$ cat src/rtl/output_gain.sv
// Output gain stage: ramps a Q2.14 gain toward a selected target and applies it
// to each sample with floor-shift and 16-bit saturation; one cycle of latency.
module output_gain #(
    parameter int unsigned RAMP_STEP = 64
) (
    input  logic               clk_48,
    input  logic               reset_n,
    input  logic        [2:0]  gain,
    input  logic               mute,
    input  logic signed [15:0] gainIn,
    output logic signed [15:0] gainOut,
    output logic               ramping,
    output logic               muted,
    output logic        [15:0] dbg_cur_o,
    output logic        [1:0]  dbg_state_o
);

    typedef enum logic [1:0] {
        MUTED     = 2'd0,
        RAMP_UP   = 2'd1,
        RAMP_DOWN = 2'd2,
        STEADY    = 2'd3
    } state_t;

    localparam logic [16:0] STEP17 = 17'(RAMP_STEP);

    state_t             state_q, state_d;
    logic        [15:0] cur_q, cur_d;
    logic        [15:0] target_d;
    logic signed [15:0] gain_out_q, gain_out_d;
    logic               ramping_q, ramping_d;
    logic               muted_q, muted_d;

    logic        [16:0] cur17, tgt17, up_sum, dn_floor;
    logic signed [32:0] gain_in_ext, cur_sext, prod_w, shr_w;

    // Target gain table; mute overrides the selection.
    always_comb begin
        target_d = 16'd0;
        if (!mute) begin
            case (gain)
                3'd0:    target_d = 16'd4096;
                3'd1:    target_d = 16'd8192;
                3'd2:    target_d = 16'd11585;
                3'd3:    target_d = 16'd16384;
                3'd4:    target_d = 16'd23170;
                3'd5:    target_d = 16'd32768;
                3'd6:    target_d = 16'd46341;
                default: target_d = 16'd57344;
            endcase
        end
    end

    // Ramp arithmetic is done at 17 bits so neither direction can wrap.
    assign cur17    = {1'b0, cur_q};
    assign tgt17    = {1'b0, target_d};
    assign up_sum   = cur17 + STEP17;
    assign dn_floor = tgt17 + STEP17;

    always_comb begin
        cur_d = cur_q;
        if (cur_q < target_d) begin
            if (up_sum > tgt17) cur_d = target_d;
            else                cur_d = up_sum[15:0];
        end else if (cur_q > target_d) begin
            if (cur17 < dn_floor) cur_d = target_d;
            else                  cur_d = cur_q - STEP17[15:0];
        end
    end

    always_comb begin
        state_d   = STEADY;
        ramping_d = 1'b0;
        muted_d   = 1'b0;
        if (cur_d < target_d) begin
            state_d   = RAMP_UP;
            ramping_d = 1'b1;
        end else if (cur_d > target_d) begin
            state_d   = RAMP_DOWN;
            ramping_d = 1'b1;
        end else if (target_d == 16'd0) begin
            state_d = MUTED;
            muted_d = 1'b1;
        end
    end

    // Signed sample times zero-extended gain; the product always fits 33 bits.
    assign gain_in_ext = {{17{gainIn[15]}}, gainIn};
    assign cur_sext    = {17'd0, cur_q};
    assign prod_w      = gain_in_ext * cur_sext;
    assign shr_w       = prod_w >>> 14;

    always_comb begin
        gain_out_d = shr_w[15:0];
        if (shr_w > 33'sd32767)       gain_out_d = 16'sh7FFF;
        else if (shr_w < -33'sd32768) gain_out_d = 16'sh8000;
    end

    always_ff @(posedge clk_48 or negedge reset_n) begin
        if (!reset_n) begin
            state_q    <= MUTED;
            cur_q      <= 16'd0;
            gain_out_q <= 16'sd0;
            ramping_q  <= 1'b0;
            muted_q    <= 1'b1;
        end else begin
            state_q    <= state_d;
            cur_q      <= cur_d;
            gain_out_q <= gain_out_d;
            ramping_q  <= ramping_d;
            muted_q    <= muted_d;
        end
    end

    assign gainOut     = gain_out_q;
    assign ramping     = ramping_q;
    assign muted       = muted_q;
    assign dbg_cur_o   = cur_q;
    assign dbg_state_o = state_q;

endmodule

$ cat config.mk
export PLATFORM = sky130hd
export DESIGN_NAME = output_gain
export DESIGN_NICKNAME = d
export VERILOG_FILES = /design/src/rtl/output_gain.sv
export SDC_FILE = /design/constraint.sdc
export NUM_CORES = 1
export LEC_CHECK = 0
export CORE_AREA = 10 10 144 212
export CTS_BUF_LIST = sky130_fd_sc_hd__clkbuf_4 sky130_fd_sc_hd__clkbuf_8
export DETAILED_ROUTE_END_ITERATION = 8
export DIE_AREA = 0 0 154 222
export SLEW_MARGIN = 30
export SYNTH_ARGS = -nofsm -noshare
export SYNTH_HDL_FRONTEND = slang
export SYNTH_SLANG_ARGS = --single-unit
$ cat constraint.sdc
create_clock -name clk_48 -period 7.56 [get_ports clk_48]
set_input_delay 1.512 -clock clk_48 [delete_from_list [all_inputs] [get_ports clk_48]]
set_output_delay 1.512 -clock clk_48 [all_outputs]
set_load 0.01 [all_outputs]
Word level (Yosys, flattened, before mapping)
Cells that the tools add are included.
{"block": "word_totals", "wordCells": 41, "output_inout_bits": 36, "input_bits": 22, "ff_bits": 36}
{"block": "classes", "mul": 1, "n_reduce_logical": 2, "n_eq_ne": 6, "add_sub_neg": 3, "n_mux": 16, "magnitude_cmp": 8}
{"operator": "2-to-1 mux 16 bit", "count": 7}
{"operator": "case mux 16 bit (7 select lines)", "count": 1}
{"operator": "adder 16 x 7 -> 17 bit, second input constant", "count": 2}
{"operator": "multiplier 16 x 17 -> 33 bit", "count": 1}
{"operator": "> comparator 16 bit", "count": 2}
{"operator": "< comparator 16 bit", "count": 2}
{"operator": "> comparator 19 x 16 -> 1 bit, second input constant", "count": 1}
{"operator": "< comparator 19 x 16 -> 1 bit, second input constant", "count": 1}
{"operator": "> comparator 17 x 16 -> 1 bit", "count": 1}
{"operator": "< comparator 16 x 17 -> 1 bit", "count": 1}
{"operator": "zero test 16 bit", "count": 1}
{"operator": "subtractor 16 x 7 -> 16 bit, second input constant", "count": 1}
{"operator": "== test 3 bit, second input constant", "count": 3}
{"operator": "== test 3 x 2 -> 1 bit, second input constant", "count": 2}
{"operator": "2-to-1 mux 2 bit", "count": 3}
{"operator": "2-to-1 mux 1 bit", "count": 5}
{"operator": "== test 3 x 1 -> 1 bit, second input constant", "count": 1}
{"operator": "zero test 3 bit", "count": 1}

Depth between registers and ports, before layout
{"block": "logic_depth", "ltp_word": 11, "depth_mapped": 26}

Worst setup path after synthesis
No wires, ideal clock.
{"block": "synth_timing", "kind": "input to register", "start": "input gainIn[15]", "end": "register gain_out_q[11], in the netlist gainOut[11]", "stages": 23, "setup_ns": 0.118, "arrival_time_ns": 7.371, "slack_ns": 0.071, "t_required_ns": 7.442, "cell_sequence": "inv_1 clkbuf_1 nor2_1 fa_1 fa_1 fa_1 fa_1 fa_1 inv_1 fa_1 inv_1 ha_1 a31o_2 a221oi_1 a41o_1 a211oi_2 o21ai_1 nand2b_1 buf_6 mux2i_1 a211o_1 buf_6 a21o_1"}
{"block": "synth_via", "elab_chain_len": 4, "elab_cells_between_ends": 5, "cone_classes": "mul: 1; order compare: 2; mux: 2"}
{"element": "start: declaration", "line": "10", "rtl": "input logic signed [15:0] gainIn,"}
{"element": "multiplier 16 x 17 -> 33 bit *", "line": "90", "rtl": "assign prod_w = gain_in_ext * cur_sext;"}
{"element": "< comparator 19 x 16 -> 1 bit", "line": "96", "rtl": "else if (shr_w < -33'sd32768) gain_out_d = 16'sh8000;"}
{"element": "2-to-1 mux 16 bit", "line": "96"}
{"element": "2-to-1 mux 16 bit *", "line": "95", "rtl": "if (shr_w > 33'sd32767) gain_out_d = 16'sh7FFF;"}
{"element": "named net gain_out_d[11]", "line": "30", "rtl": "logic signed [15:0] gain_out_q, gain_out_d;"}
{"element": "end signal: assignment", "line": "109", "rtl": "gain_out_q <= gain_out_d;"}
{"element": "end: declaration", "line": "30"}
The timed path passes the listed nets; every way through them passes the cells marked *.

Worst setup path in the final report
{"block": "layout_timing", "start": "input gainIn[5]", "end": "register gain_out_q[10], in the netlist gainOut[10]"}
The elaborated chain is that of the path after synthesis.

==> impl_metrics.py <==
metrics = {
    "layout": {
        "layoutNonFillerInstCount": 1830,
        "nets": 1875,
        "areaGrowthSynthToFinish_pct": 22.9,
        "nFillCells": 2430,
        "drive_gt1_share_pct": 19.6,
        "diodes": 0,
    },
    "synthesis": {
        "yosys_warnings": 0,
        "synth_area_sq_um": 11800,
        "synth_commonest_cells": "261 x inv_1, 193 x fa_1, 168 x ha_1",
        "yosys-top-cells-area": "fa_1 33%, ha_1 18%, inv_1 8.3%, dfrtp_1 7.4%, and2_1 6.4%",
        "syn_inst": 1331,
        "synth_top_area_cell": "fa_1",
        "synth_compound_area_share_pct": 10.6,
        "synthMuxAreaShare_pct": 0.531,
        "synth_top_area_share_pct": 32.8,
        "yosysSeqAreaShare_pct": 7.66,
        "synthAdderAreaFrac_pct": 50.7,
        "yosys_register_bits": 36,
        "syn_area_per_cell_sq_um": 8.85,
        "synth_top_family_by_area": "adder cells",
        "yosys.area_share.xor_xnor_pct": 2.31,
        "synthSimpleGateAreaFrac_pct": 17.9,
        "synth_fp_nets": 1714,
        "synth_edf_count": 0,
        "synth_flop_cell": "dfrtp_1",
        "yosysUniqueCellTypes": 78,
        "yosysMostFrequentCell": "inv_1",
        "async_reset_ff_share_pct": 100,
    },
    "flow_run": {
        "drv_cap": 0,
    },
    "route": {
        "dr.pass1.iters": 4,
        "antenna_left": 0,
        "wl_per_cell_um": 18.2,
        "vias": 9798,
        "drc_errors": 0,
        "drt_iter0_drc": 508,
        "routed_via_density": 5.35,
        "wl_um": 33300,
    },
    "floorplan": {
        "die_w_um": 154,
        "fp.dieH_um": 222,
        "coreArea_sq_um": 26600,
        "pin_count": 58,
        "initial_utilization_pct": 44.3,
        "rows": 73,
        "dieArea_sq_um": 34200,
    },
    "placement": {
        "dp_hpwl_um": 26500,
        "dp.cells": 1792,
        "io_buffers": 57,
        "place.gp.congestion": 0.937,
        "dp_slack_ns": -0.788,
    },
    "worst_setup_path": {
        "r2r_slack_ns": 0.80,
        "arrival_ns": 7.68,
        "rr_startpoint": "dbg_cur_o[6]",
        "setup.worst_path.end_class": "flip-flop",
        "required_ns": 7.82,
        "crit_end": "gainOut[10]",
        "r2r-end": "gainOut[4]",
        "startpoint_type": "input port",
        "crit_fanout": 6,
        "critical_path.startpoint": "gainIn[5]",
        "rr_worst_depth": 24,
        "critical_path_class": "in2reg",
    },
    "global_routing": {
        "overflow": 0,
        "antenna_found_initial": 0,
        "grt_max_degree": 37,
        "met3_usage_pct": 1.44,
        "use_met1_pct": 21.9,
        "grt_pass1_vias": 10300,
        "grt_pass1_wl_um": 52800,
        "grtUsageTotal_pct": 19.0,
        "top_usage_layer": "met2",
        "gr-usage-met2_pct": 34.2,
    },
    "sta": {
        "drv_slew": 0,
        "layout_setup_ws_ns": 0.137,
        "fin_crit_ns": 7.42,
        "period_share_pct": 98.2,
        "holdWs_ns": 0.792,
        "clock_skew_ns": 0.00662,
        "worstMarginPinSlew_ns": 1.05,
        "fmax_ghz": 0.135,
        "slew_headroom_pct": 29.2,
        "finalHoldViolations": 0,
        "finalSetupViolCount": 0,
    },
    "clocking": {
        "insertion_delay_ns": 0.32,
        "clock_sink_count": 36,
        "ctsHoldBuffers": 0,
        "cts_made_buffers": 5,
        "cts_root_buffer": "clkbuf_8",
        "clock_path_buffers": 2,
        "ctsHtreeMaxLevel": 2,
        "path_clk_slew_ns": 0.07,
        "cts_tree": "yes",
    },
    "outcome": {
        "outcome": "completed",
    },
    "hold_path": {
        "hp-class": "reg2reg",
    },
}
-- per-stage QoR --
step                      TNS, ns  utilization [%]  cell area [sq um]
after CTS                       0             52.2              13900
after global placement     -10.86             50.7              13500
after global routing       -0.664             54.4              14500
final                           0             54.4              14500
after detailed placement   -11.67             50.7              13500
after floorplan                 0                -              11800
-- cells by family (layout without fill, tap and decap cells) --
| logic type | after synthesis | in the layout |
|---|---|---|
| xor+xnor | 31 | 31 |
| simple gates | 411 | 411 |
| fa+ha+maj | 361 | 361 |
| compound gates | 168 | 169 |
| buf+inv | 318 | 479 |
| flops | 36 | 36 |
| mux | 6 | 6 |
-- critical path, stage by stage --
cell and delay, ns:
clkbuf_2 0.12, buf_6 0.14, buf_4 0.13, and2_1 0.16, fa_1 0.51, inv_1 0.06, fa_2 0.57, inv_2 0.04
fa_2 0.56, fa_1 0.44, fa_1 0.53, inv_2 0.04, fa_1 0.52, inv_2 0.05, ha_4 0.20, a31o_2 0.23
a221oi_2 0.22, a41o_1 0.22, a211oi_4 0.07, o21ai_2 0.25, buf_4 0.18, a21oi_4 0.06, o211a_1 0.25, a2111oi_4 0.29
buf_4 0.23, a21o_1 0.09
-- cells in the final DEF, fill, tap and decap left out, types with 13 or more instances in the layout --
cell type,count
inv_1,245
fa_1,179
nand2_1,154
ha_1,145
buf_4,131
and2_1,116
clkdlybuf4s50_1,41
nor2_1,35
a21o_1,35
dfrtp_1,35
a21oi_1,33
ha_4,21
nand3_1,17
xnor2_1,17
inv_2,16
xor2_1,14
fa_2,14
buf_6,14
o21ai_0,13
-- sequential cells by signal, summed over array words and instances (netlist names) --
register and flops:
ramping 1, gainOut 16, dbg_cur_o 16, dbg_state_o 2
muted 1
-- worst min path at each step --
stage | from | to | slack [ns] | cells past startpoint
finish | dbg_cur_o[0] | dbg_cur_o[0] | 0.79 | 3
global placement | dbg_cur_o[0] | dbg_cur_o[0] | 0.78 | 3
floorplan | dbg_cur_o[2] | dbg_cur_o[2] | 0.65 | 2
global route | dbg_cur_o[0] | dbg_cur_o[0] | 0.84 | 3
detailed placement | dbg_cur_o[0] | dbg_cur_o[0] | 0.78 | 3
CTS | dbg_cur_o[0] | dbg_cur_o[0] | 0.80 | 3
-- repair_timing --
item | 4_1_cts | 5_1_grt
pin swaps | 14 | 78
cloned | 5 | 4
setup buffers | 8 | 13
endpoints found under the setup margin | 15 | 15
resized for setup | 43 | 110
-- cell type report --
type                    instances  area (sq um)  share of cell area [%]
multi-input cells             978         10200                    70.8
repair buffers                210          1800                    12.4
inverters                     261           980                    6.77
flip-flops and latches         36           902                    6.23
well taps                     337           422                    2.91
clock buffers                   7          96.3                   0.666
clock inverters                 1          30.0                   0.208
-- layer usage --
layer | part of all wire (%) | wire length (um) | vias to the layer above
li1 | - | - | 4547
met1 | 38 | 12700 | 4940
met2 | 54 | 18000 | 242
met3 | 3.4 | 1140 | 69
met4 | 4.7 | 1550 | 0
met5 | 0 | 0 | -
Power is left out: the tool's default activity adds up to more than one toggle a clock period on the data nets, which glitch-free logic cannot reach.
